$ cat src/rtl/saes_decrypt_core.sv
// Purpose : iterative 16-bit S-AES decryptor (ct + key in, pt out), round keys expanded in-core.
// Latency : out_valid rises 4 edges after the input transfer (2 on a key-cache hit).
// Backpress: pt/out_valid held until out_ready; in_ready is high only while idle.
//
// Ports:
//   clk, rst_n           rising-edge clock, synchronous active-low reset
//   in_valid/in_ready    input handshake; ct and key are sampled on transfer
//   ct[15:0], key[15:0]  ciphertext and cipher key K0
//   out_valid/out_ready  output handshake; pt is registered and stable while waiting
//   pt[15:0]             plaintext
//
// Optional feature: define SAES_KEY_CACHE_EN to skip key expansion when the key
// matches the key of the last completed expansion.

module saes_decrypt_core (
   input  logic        clk,
   input  logic        rst_n,
   input  logic        in_valid,
   output logic        in_ready,
   input  logic [15:0] ct,
   input  logic [15:0] key,
   output logic        out_valid,
   input  logic        out_ready,
   output logic [15:0] pt
);

   typedef enum logic [2:0] {
      S_IDLE = 3'd0,
      S_KX1  = 3'd1,
      S_KX2  = 3'd2,
      S_RND2 = 3'd3,
      S_RND1 = 3'd4,
      S_OUT  = 3'd5
   } state_t;

   state_t      state_q, state_d;
   logic [15:0] st_q, st_d;
   logic [15:0] k0_q, k0_d;
   logic [15:0] k1_q, k1_d;
   logic [15:0] k2_q, k2_d;
   logic [15:0] pt_q, pt_d;
   logic        out_valid_q, out_valid_d;
   logic        cache_hit;

   // ---------------------------------------------------------------------
   // S-AES primitives
   // ---------------------------------------------------------------------
   function automatic logic [3:0] sbox(input logic [3:0] n);
      logic [3:0] r;
      case (n)
         4'h0: r = 4'h9;  4'h1: r = 4'h4;  4'h2: r = 4'hA;  4'h3: r = 4'hB;
         4'h4: r = 4'hD;  4'h5: r = 4'h1;  4'h6: r = 4'h8;  4'h7: r = 4'h5;
         4'h8: r = 4'h6;  4'h9: r = 4'h2;  4'hA: r = 4'h0;  4'hB: r = 4'h3;
         4'hC: r = 4'hC;  4'hD: r = 4'hE;  4'hE: r = 4'hF;  default: r = 4'h7;
      endcase
      return r;
   endfunction

   function automatic logic [3:0] inv_sbox(input logic [3:0] n);
      logic [3:0] r;
      case (n)
         4'h0: r = 4'hA;  4'h1: r = 4'h5;  4'h2: r = 4'h9;  4'h3: r = 4'hB;
         4'h4: r = 4'h1;  4'h5: r = 4'h7;  4'h6: r = 4'h8;  4'h7: r = 4'hF;
         4'h8: r = 4'h6;  4'h9: r = 4'h0;  4'hA: r = 4'h2;  4'hB: r = 4'h3;
         4'hC: r = 4'hC;  4'hD: r = 4'h4;  4'hE: r = 4'hD;  default: r = 4'hE;
      endcase
      return r;
   endfunction

   // Multiply by x in GF(2^4) mod x^4+x+1: the dropped x^4 folds back as x+1.
   function automatic logic [3:0] gf_mul2(input logic [3:0] x);
      return {x[2:0], 1'b0} ^ (x[3] ? 4'h3 : 4'h0);
   endfunction

   function automatic logic [3:0] gf_mul9(input logic [3:0] x);
      return gf_mul2(gf_mul2(gf_mul2(x))) ^ x;
   endfunction

   // One key-schedule step: {w_even, w_odd} from the previous word pair.
   // The g-function rotates the nibbles of the odd word before substitution.
   function automatic logic [15:0] key_step(input logic [15:0] prev, input logic [7:0] rcon);
      logic [7:0] w_even;
      logic [7:0] w_odd;
      w_even = prev[15:8] ^ rcon ^ {sbox(prev[3:0]), sbox(prev[7:4])};
      w_odd  = w_even ^ prev[7:0];
      return {w_even, w_odd};
   endfunction

   function automatic logic [15:0] inv_shift_rows(input logic [15:0] s);
      return {s[15:12], s[3:0], s[7:4], s[11:8]};
   endfunction

   function automatic logic [15:0] inv_sub(input logic [15:0] s);
      return {inv_sbox(s[15:12]), inv_sbox(s[11:8]), inv_sbox(s[7:4]), inv_sbox(s[3:0])};
   endfunction

   function automatic logic [15:0] inv_mix(input logic [15:0] s);
      return {gf_mul9(s[15:12]) ^ gf_mul2(s[11:8]),
              gf_mul2(s[15:12]) ^ gf_mul9(s[11:8]),
              gf_mul9(s[7:4])   ^ gf_mul2(s[3:0]),
              gf_mul2(s[7:4])   ^ gf_mul9(s[3:0])};
   endfunction

   // ---------------------------------------------------------------------
   // Optional key cache
   // ---------------------------------------------------------------------
`ifdef SAES_KEY_CACHE_EN
   logic        cache_vld_q, cache_vld_d;
   logic [15:0] cache_key_q, cache_key_d;

   // k0 is stable across the whole expansion, so it is the key K1/K2 belong to.
   always_comb begin
      cache_vld_d = cache_vld_q;
      cache_key_d = cache_key_q;
      if (state_q == S_KX2) begin
         cache_vld_d = 1'b1;
         cache_key_d = k0_q;
      end
   end

   always_ff @(posedge clk) begin
      if (!rst_n) begin
         cache_vld_q <= 1'b0;
         cache_key_q <= 16'h0000;
      end else begin
         cache_vld_q <= cache_vld_d;
         cache_key_q <= cache_key_d;
      end
   end

   assign cache_hit = cache_vld_q && (key == cache_key_q);
`else
   assign cache_hit = 1'b0;
`endif

   // ---------------------------------------------------------------------
   // FSM: next state and datapath
   // ---------------------------------------------------------------------
   always_comb begin
      state_d     = state_q;
      st_d        = st_q;
      k0_d        = k0_q;
      k1_d        = k1_q;
      k2_d        = k2_q;
      pt_d        = pt_q;
      out_valid_d = out_valid_q;

      case (state_q)
         S_IDLE: begin
            if (in_valid) begin
               st_d    = ct;
               k0_d    = key;
               state_d = cache_hit ? S_RND2 : S_KX1;
            end
         end
         S_KX1: begin
            k1_d    = key_step(k0_q, 8'h80);
            state_d = S_KX2;
         end
         S_KX2: begin
            k2_d    = key_step(k1_q, 8'h30);
            state_d = S_RND2;
         end
         S_RND2: begin
            st_d    = inv_sub(inv_shift_rows(st_q ^ k2_q));
            state_d = S_RND1;
         end
         S_RND1: begin
            pt_d        = inv_sub(inv_shift_rows(inv_mix(st_q ^ k1_q))) ^ k0_q;
            out_valid_d = 1'b1;
            state_d     = S_OUT;
         end
         S_OUT: begin
            if (out_ready) begin
               out_valid_d = 1'b0;
               state_d     = S_IDLE;
            end
         end
         default: begin
            out_valid_d = 1'b0;
            state_d     = S_IDLE;
         end
      endcase
   end

   always_ff @(posedge clk) begin
      if (!rst_n) begin
         state_q     <= S_IDLE;
         st_q        <= 16'h0000;
         k0_q        <= 16'h0000;
         k1_q        <= 16'h0000;
         k2_q        <= 16'h0000;
         pt_q        <= 16'h0000;
         out_valid_q <= 1'b0;
      end else begin
         state_q     <= state_d;
         st_q        <= st_d;
         k0_q        <= k0_d;
         k1_q        <= k1_d;
         k2_q        <= k2_d;
         pt_q        <= pt_d;
         out_valid_q <= out_valid_d;
      end
   end

   assign in_ready  = (state_q == S_IDLE);
   assign out_valid = out_valid_q;
   assign pt        = pt_q;

endmodule

$ cat config.mk
export PLATFORM = sky130hd
export DESIGN_NAME = saes_decrypt_core
export DESIGN_NICKNAME = d
export VERILOG_FILES = /design/src/rtl/saes_decrypt_core.sv
export SDC_FILE = /design/constraint.sdc
export NUM_CORES = 1
export LEC_CHECK = 0
export CAP_MARGIN = 30
export CORE_MARGIN = 2
export CORE_UTILIZATION = 25
export CTS_BUF_LIST = sky130_fd_sc_hd__clkbuf_16
export DETAILED_ROUTE_END_ITERATION = 12
export PLACE_DENSITY = 0.45
export SLEW_MARGIN = 5
export SYNTH_ARGS = -nofsm -noshare
export SYNTH_HDL_FRONTEND = slang
export SYNTH_SLANG_ARGS = --single-unit
export TNS_END_PERCENT = 50
$ cat constraint.sdc
create_clock -name clk -period 3.5 [get_ports clk]
set_clock_uncertainty 0.05 [all_clocks]
set_input_delay 0.7 -clock clk [delete_from_list [all_inputs] [get_ports clk]]
set_output_delay 0.7 -clock clk [all_outputs]
set_load 0.03 [all_outputs]
; ---- Word level (Yosys, flattened, before mapping)
; Memories as Yosys holds them, arrays and structs flattened. A register that Yosys moved wholly into a read port is not among the register bits.
; Cells that the tools add are included.
[word_totals]
romBits = 768
inputBits = 36
output_inout_bits = 18
memories = 12
elab_cells = 98
ff_bits = 84
[classes]
reduce_logical = 7
n_eq_ne = 7
n_bitwise = 30
n_mux = 35
[mem_list]
columns = memory, words, word_bits, read_ports, rd_ports_with_merged_regs, wr, line
row1 = (name not given), 16, 4, 1, 1, 0, 50  ; case (n)
row2 = (name not given), 16, 4, 1, 1, 0, 50
row3 = (name not given), 16, 4, 1, 1, 0, 50
row4 = (name not given), 16, 4, 1, 1, 0, 50
row5 = (name not given), 16, 4, 1, 0, 0, 61  ; case (n)
row6 = (name not given), 16, 4, 1, 0, 0, 61
row7 = +6 memories, -, -, -, -, -, -
[op_table]
columns = cell, n
row1 = 4-bit two-way mux, 16
row2 = 16-bit bitwise XOR, 3
row3 = 4-bit by 2-bit bitwise XOR with 4-bit output, 12
row4 = 16-bit one-hot mux with 2 select lines, 1
row5 = 4-bit bitwise XOR, 8
row6 = 8-bit bitwise XOR, 4
row7 = 2-bit two-way mux, 12
row8 = 3-bit one-hot mux with 6 select lines, 1
row9 = 16-bit two-way mux, 1
row10 = 2-bit AND reduction, 4
row11 = 3-bit by 2-bit == test with 1-bit output (second input constant), 2
row12 = 3-bit == test (second input constant), 2
row13 = 3-bit two-way mux, 2
row14 = 2-bit inequality test (second input constant), 2
row15 = 4-bit OR reduction, 1
row16 = 3-bit by 1-bit == test with 1-bit output (second input constant), 1
row17 = 3-bit zero test, 1
row18 = 1-bit one-hot mux with 3 select lines, 1
row19 = 1-bit NOT, 2
row20 = 2-bit NOT, 1
row21 = 2-bit nonzero test, 1
row22 = 1-bit two-way mux, 1

; ---- Logic depth before layout (Yosys ltp)
; Gate-level depths: netlist (run 1).
; An unclocked memory read counts as a cell.
[logic_depth]
ltp_word = 12
depth_mapped = 11
mapped_depth_nobuf = 10

; ---- Least setup slack after synthesis (run 1)
; Ideal clock, no wire load.
[synth_timing]
path_type = register to register
startpoint = reg state_q[0]
endpoint = reg (tool-made name)
setup_time_ns = 0.134
required_time_ns = 3.316
n_path_buf = 2
arrival_ns = 2.886
period_less_slack_ns = 3.071
path_slack_ns = 0.429
stages_incl_launch_ff = 11
path_cell_list = dfxtp_1 -> buf_2 -> nor3_1 -> and2_1 -> buf_2 -> nand2_1 -> a21oi_1 -> inv_1 -> ha_1 -> inv_1 -> mux4_2
[synth_rtl]
columns = element, line
row1 = start: declaration, 36  ; state_t state_q, state_d;
row2 = start signal: assignment, 196  ; state_q <= state_d;

; ---- Worst setup path in the final report (run 1)
[layout_timing]
startpoint = reg st_q[15]
endpoint = reg pt_q[0] (netlist: pt[0])
[layout_between]
elab_chain_cells = 7
[layout_rtl]
columns = element, line
row1 = start: declaration, 37  ; logic [15:0] st_q, st_d;
row2 = start signal: assignment, 197  ; st_q <= st_d;
row3 = 16-bit bitwise XOR, 169  ; pt_d = inv_sub(inv_shift_rows(inv_mix(st_q ^ k1_q))) ^ k0_q;
row4 = 2-bit two-way mux, 72  ; return {x[2:0], 1'b0} ^ (x[3] ? 4'h3 : 4'h0);
row5 = 4-bit by 2-bit bitwise XOR with 4-bit output, 72
row6 = 4-bit bitwise XOR, 99  ; gf_mul2(s[15:12]) ^ gf_mul9(s[11:8]),
row7 = memory 16 x 4 bit, -
row8 = 4-bit two-way mux, 148  ; case (state_q)
row9 = 16-bit bitwise XOR, 169
row10 = end signal: assignment, 201  ; pt_q <= pt_d;
row11 = end: declaration, 41  ; logic [15:0] pt_q, pt_d;
; No other way between the ends. The select of a mux whose other input is x is not followed.
; A chain may end at the register's enable or synchronous reset.

==> impl_metrics.ini, run 1 <==
[setup_path]
crit_start = st_q[15]$_SDFFE_PN0P_
crit_arrival_ps = 3020
cp.required_ps = 3680
reg2reg_from = st_q[15]$_SDFFE_PN0P_
path_cells = xnor2_2 -> xnor2_4 -> xnor2_1 -> inv_1 -> ha_1 -> mux4_2 -> xnor2_1 -> a21oi_1
r2r_setup_slack_ps = 660
critical-path-max-stage-delay_ps = 470
critPathKind = register to register
cp_num_buf_inv = 1
worst_path_max_delay_cell = mux4_2
crit_fanout = 7
crit_path_start_kind = register
crit_top_cell = xnor2_1
end_kind = register
critPathTopFamily = XOR/XNOR gates

[place]
pre_cts_ws_ps = 486
io_buffers = 53
place_congestion = 0.759
hpwl_mm = 14.7

[floorplan]
initial_core_util = 0.256
io_pins = 54
die_h_um = 171
dieArea_um2 = 29100
core_um2 = 27100
fp.dieW_um = 171
fp-row-count = 60

[global_routing]
grt_overflow = 0
grt_antenna_before_repair = 0
grt_max_degree = 31
grt_pass1_vias = 5208
track_usage = 0.136
grt_pass1_wl_mm = 30.1

[timing]
setup-violations-final = 0
post-route-min-period_ps = 2840
layout_setup_ws_ps = 662
relSlewSlack = 0.396
rsz0062_at_grt = no
hold_viol = 0
slew_viol_final = 0
max_freq_ghz = 0.352
finalCritPeriodShare = 0.811
tightestPinTransition_ps = 905
final.setup.tns_ps = 0

[cts]
cts.sinks = 100
holdBufCountCts = 0
post_cts_buffers = 0
cts_buffer_depth = 2
clk_pin_slew_ps = 70
cts-root-buf = clkbuf_16
numCtsBuffers = 9
htree_levels = 3
clk-insertion-delay-late_ps = 350
cts_tree = yes
cts-resized-gates = 0

[power_and_ir_drop]
powerDensity_nw_per_um2 = 596
power_mw = 4.90
irDropWorstVdd_mv = 0.276
p_leak_nw = 3.30

[detailed_routing]
drt-wirelength-per-cell_um = 15.9
via_per_inst = 4.40
routed_wl_mm = 19.0
post-route-drc-count = 0
vias = 5268
drt_pass1_iterations = 4
drtIter0Drc = 247
antenna_left = 0

[logic_synthesis]
muxShareOfSynthArea = 0.0723
synth-simple-area-share = 0.146
seq_area_frac_synth = 0.289
synth_top_area_share = 0.289
syn_area_um2 = 6940
synth_compound_area_frac = 0.143
syn-num-nets = 884
yosysMostFrequentCell = nand2_1
ys_top_cells_by_count = nand2_1 (104), dfxtp_1 (100), ha_1 (79)
avgSynthCellArea_um2 = 9.02
postSynthRegisterBits = 100
yosysUniqueCellTypes = 57
synth_edf_count = 0
synth_area_leaders = dfxtp_1 (29%), ha_1 (14%), nand2_1 (5.6%)
synthCells = 769
yosysWarnings = 0
synth_top_family_by_area = XOR/XNOR gates
ys.flop_type = dfxtp_1
async_flop_share = 0
synth_xor_area_frac = 0.161
yosysTopAreaCell = dfxtp_1
synthAdderAreaFrac = 0.142

[hold_path]
min_from = k2_q[3]$_SDFFE_PN0P_
min-delay-path-class = register to register

[finish]
final_nets = 938
drive_above_1_share = 0.107
final_util = 0.303
synthToLayoutAreaGrowth_pct = 18.5
num_antenna_cells = 0

[outcome]
status = finished clean

[run]
max_cap_viol_count = 0
==> through the flow <==
stage | hold WS (ps) | std cells | instance area, um^2
floorplan | 394 | 769 | 6940
global placement | 406 | 1184 | 7970
detailed placement | 410 | 1184 | 7970
CTS | 418 | 1198 | 8220
global route | 452 | 1198 | 8220
finish | 416 | 1198 | 8220
==> worst reg2reg max path, cell delays in order, from the launching register on <==
cell     delay, ps
dfxtp_1        380
xnor2_2        430
xnor2_4        200
xnor2_1        450
inv_1          170
ha_1           240
mux4_2         470
xnor2_1        230
a21oi_1        110
==> power breakdown <==
group | internal (mW) | switching (mW)
sequential | 1.29 | 0.167
combinational | 1.12 | 1.40
clock | 0.468 | 0.454
==> layout make-up <==
type	instances	area [um^2]
timing repair buffer	74	688
sequential	100	2000
inverter	52	195
multi-input combinational	586	4620
fill	2867	18900
clock buffer	9	225
clock inverter	5	23.8
tap	372	465
==> final timing paths <==
kind / end / cells after the start
worst min-delay path: k2_q[3]$_SDFFE_PN0P_ / 2
worst max-delay path: pt[0]$_SDFFE_PN0P_ / 8
worst min register to register: k2_q[3]$_SDFFE_PN0P_ / 2
worst max register to register: pt[0]$_SDFFE_PN0P_ / 8
==> routing by layer <==
metal | wire length (um) | vias up | global-route usage
met5 | 0 | - | 0
met4 | 293 | 0 | 0.0401
met3 | 466 | 16 | 0.0173
met2 | 8750 | 60 | 0.219
met1 | 9510 | 2463 | 0.189
li1 | - | 2729 | -
==> cell families (layout without fill, tap and decap cells) <==
logic type | count (synthesis) | count (layout)
flops | 100 | 100
compound gates | 143 | 143
mux | 39 | 39
fa+ha+maj | 79 | 79
simple gates | 229 | 229
xor+xnor | 96 | 96
buf+inv | 83 | 140
==> placed cells by master, fill, tap and decap left out, types with 5 or more instances in the layout <==
master and n:
a311oi_1 11, xnor2_1 43, buf_4 21, nor2_1 58, a211oi_1 13, xor2_1 29, clkbuf_16 9, xnor2_2 12
nand2_1 104, mux4_2 8, clkdlybuf4s50_1 53, nor3_1 17, dfxtp_1 100, o2bb2ai_1 6, o22ai_1 11, mux2_2 9
or3_1 6, o21ai_0 16, a21oi_1 44, and2_1 9, nand3_1 10, mux2i_1 22, nor2b_1 6, inv_1 51
ha_1 79, xnor2_4 5
No activity file was read; power rests on OpenSTA's default activity.
==> run 2: changes to the inputs <==
==> constraint.sdc (replaced) <==
create_clock -name clk -period 2.95 [get_ports clk]
set_clock_uncertainty 0.05 [all_clocks]
set_input_delay 0.59 -clock clk [delete_from_list [all_inputs] [get_ports clk]]
set_output_delay 0.59 -clock clk [all_outputs]
set_load 0.03 [all_outputs]
==> impl_metrics.ini, run 2 (synthesis gave the netlist of run 1 again) <==
[timing]
final.setup.tns_ps = 0
max_freq_ghz = 0.371
layout_setup_ws_ps = 254
tightestPinTransition_ps = 726
setup-violations-final = 0
finalCritPeriodShare = 0.914
fin_worst_hold_slack_ps = 413
relSlewSlack = 0.516
slew_viol_final = 0
rsz0062_at_grt = no
post-route-min-period_ps = 2700
hold_viol = 0

[place]
place_congestion = 0.777
place_area_um2 = 8110
io_buffers = 53
dp.cells = 1201
pre_cts_ws_ps = 181
hpwl_mm = 15.0

[detailed_routing]
vias = 5349
drt_pass1_iterations = 6
routed_wl_mm = 19.2
drt-wirelength-per-cell_um = 15.8
drtIter0Drc = 272
antenna_left = 0
via_per_inst = 4.40
post-route-drc-count = 0

[finish]
final_util = 0.310
final_nets = 955
synthToLayoutAreaGrowth_pct = 21.0
layout_common_cells = nand2_1 (104), dfxtp_1 (100), ha_1 (79), nor2_1 (58), clkdlybuf4s50_1 (53)
drive_above_1_share = 0.130
final_cell_area_um2 = 8400
layout.cells.non_filler = 1216
mostFrequentLayoutCell = nand2_1
num_antenna_cells = 0

[setup_path]
end_kind = register
reg2reg_from = k1_q[5]$_SDFFE_PN0N_
crit_top_cell = xnor2_1
crit_fanout = 5
cp_num_buf_inv = 1
crit_path_start_kind = register
critPathKind = register to register
critPathTopFamily = XOR/XNOR gates
worst_path_max_delay_cell = mux4_2
cp.required_ps = 3190
timing.rr.end = pt[4]$_SDFFE_PN0P_
r2r_setup_slack_ps = 250
path_cells = xnor2_1 -> xor2_1 -> xnor2_1 -> inv_2 -> ha_1 -> mux4_2 -> xnor2_1 -> nand2_1 -> a21oi_1
r2r_cells = 9
critical-path-max-stage-delay_ps = 480
crit_arrival_ps = 2930

[cts]
cts-root-buf = clkbuf_16
numCtsBuffers = 9
htree_levels = 3
clk_pin_slew_ps = 70
cts-resized-gates = 0
cts_tree = yes
post_cts_buffers = 0
holdBufCountCts = 0
cts.sinks = 100
clk-insertion-delay-late_ps = 360
cts_buffer_depth = 2

[power_and_ir_drop]
irDropWorstVdd_mv = 0.334
powerDensity_nw_per_um2 = 715
p_leak_nw = 3.41
power_mw = 6.00

[global_routing]
grt_pass1_wl_mm = 30.2
grt_max_degree = 45
track_usage = 0.138
grt_pass1_vias = 5203
grt_antenna_before_repair = 1
grt_overflow = 0

[floorplan]
core_um2 = 27100
fp-row-count = 60
fp.dieW_um = 171
die_h_um = 171
io_pins = 54
dieArea_um2 = 29100
initial_core_util = 0.256

[outcome]
status = finished clean

[hold_path]
min-delay-path-class = register to register
min_to = pt[4]$_SDFFE_PN0P_
min_from = pt[4]$_SDFFE_PN0P_
hold_depth = 2

[run]
max_cap_viol_count = 0
run 2: cell count changes in the layout (fill, tap and decap cells not counted):
cell       change
buf_4         +17
bufinv_16      +1
clkinv_2       +2
inv_1          -2
nor3_1         -1
nor3_2         +1
xnor2_1        -1
xnor2_2        +1
run 2: where the power goes:
group	internal, mW	leakage (nW)	switching, mW
logic	1.40	2.44	1.69
clock network	0.648	0.144	0.543
registers	1.53	0.819	0.188
total	3.58	3.41	2.42
run 2: area by class of cell:
class	count	area, um^2
Multi-Input combinational cell	586	4640
Clock buffer	9	225
Timing Repair Buffer	91	816
Clock inverter	6	56.3
Tap cell	372	465
Fill cell	2833	18700
Sequential cell	100	2000
Inverter	52	195
run 2: layer usage:
layer  vias to the layer above  GRT usage  share of wire
met3                        10     0.0250          0.030
met1                      2504      0.194           0.50
met2                        68      0.218           0.46
met4                         0     0.0297         0.0085
li1                       2767          -              -
met5                         -          0              0
run 2: how the worst max path moves through the flow:
| stage | startpoint | endpoint | slack, ps | cells after the start |
|---|---|---|---|---|
| 6_report | k1_q[5]$_SDFFE_PN0N_ | pt[4]$_SDFFE_PN0P_ | 250 | 9 |
| 5_1_grt | k1_q[5]$_SDFFE_PN0N_ | pt[4]$_SDFFE_PN0P_ | 50 | 9 |
| 4_1_cts | k1_q[15]$_SDFFE_PN0N_ | pt[0]$_SDFFE_PN0P_ | 160 | 8 |
| 3_5_place_dp | k1_q[15]$_SDFFE_PN0N_ | pt[0]$_SDFFE_PN0P_ | 180 | 8 |
| 3_3_place_gp | st_q[15]$_SDFFE_PN0P_ | pt[0]$_SDFFE_PN0P_ | 220 | 8 |
| 2_1_floorplan | state_q[0]$_SDFFE_PN0P_ | register | 190 | 10 |
run 2: tightest hold or removal path, stage by stage (launching register included):
cell and delay [ps]:
dfxtp_1 310, nand2_1 50, a21oi_1 50
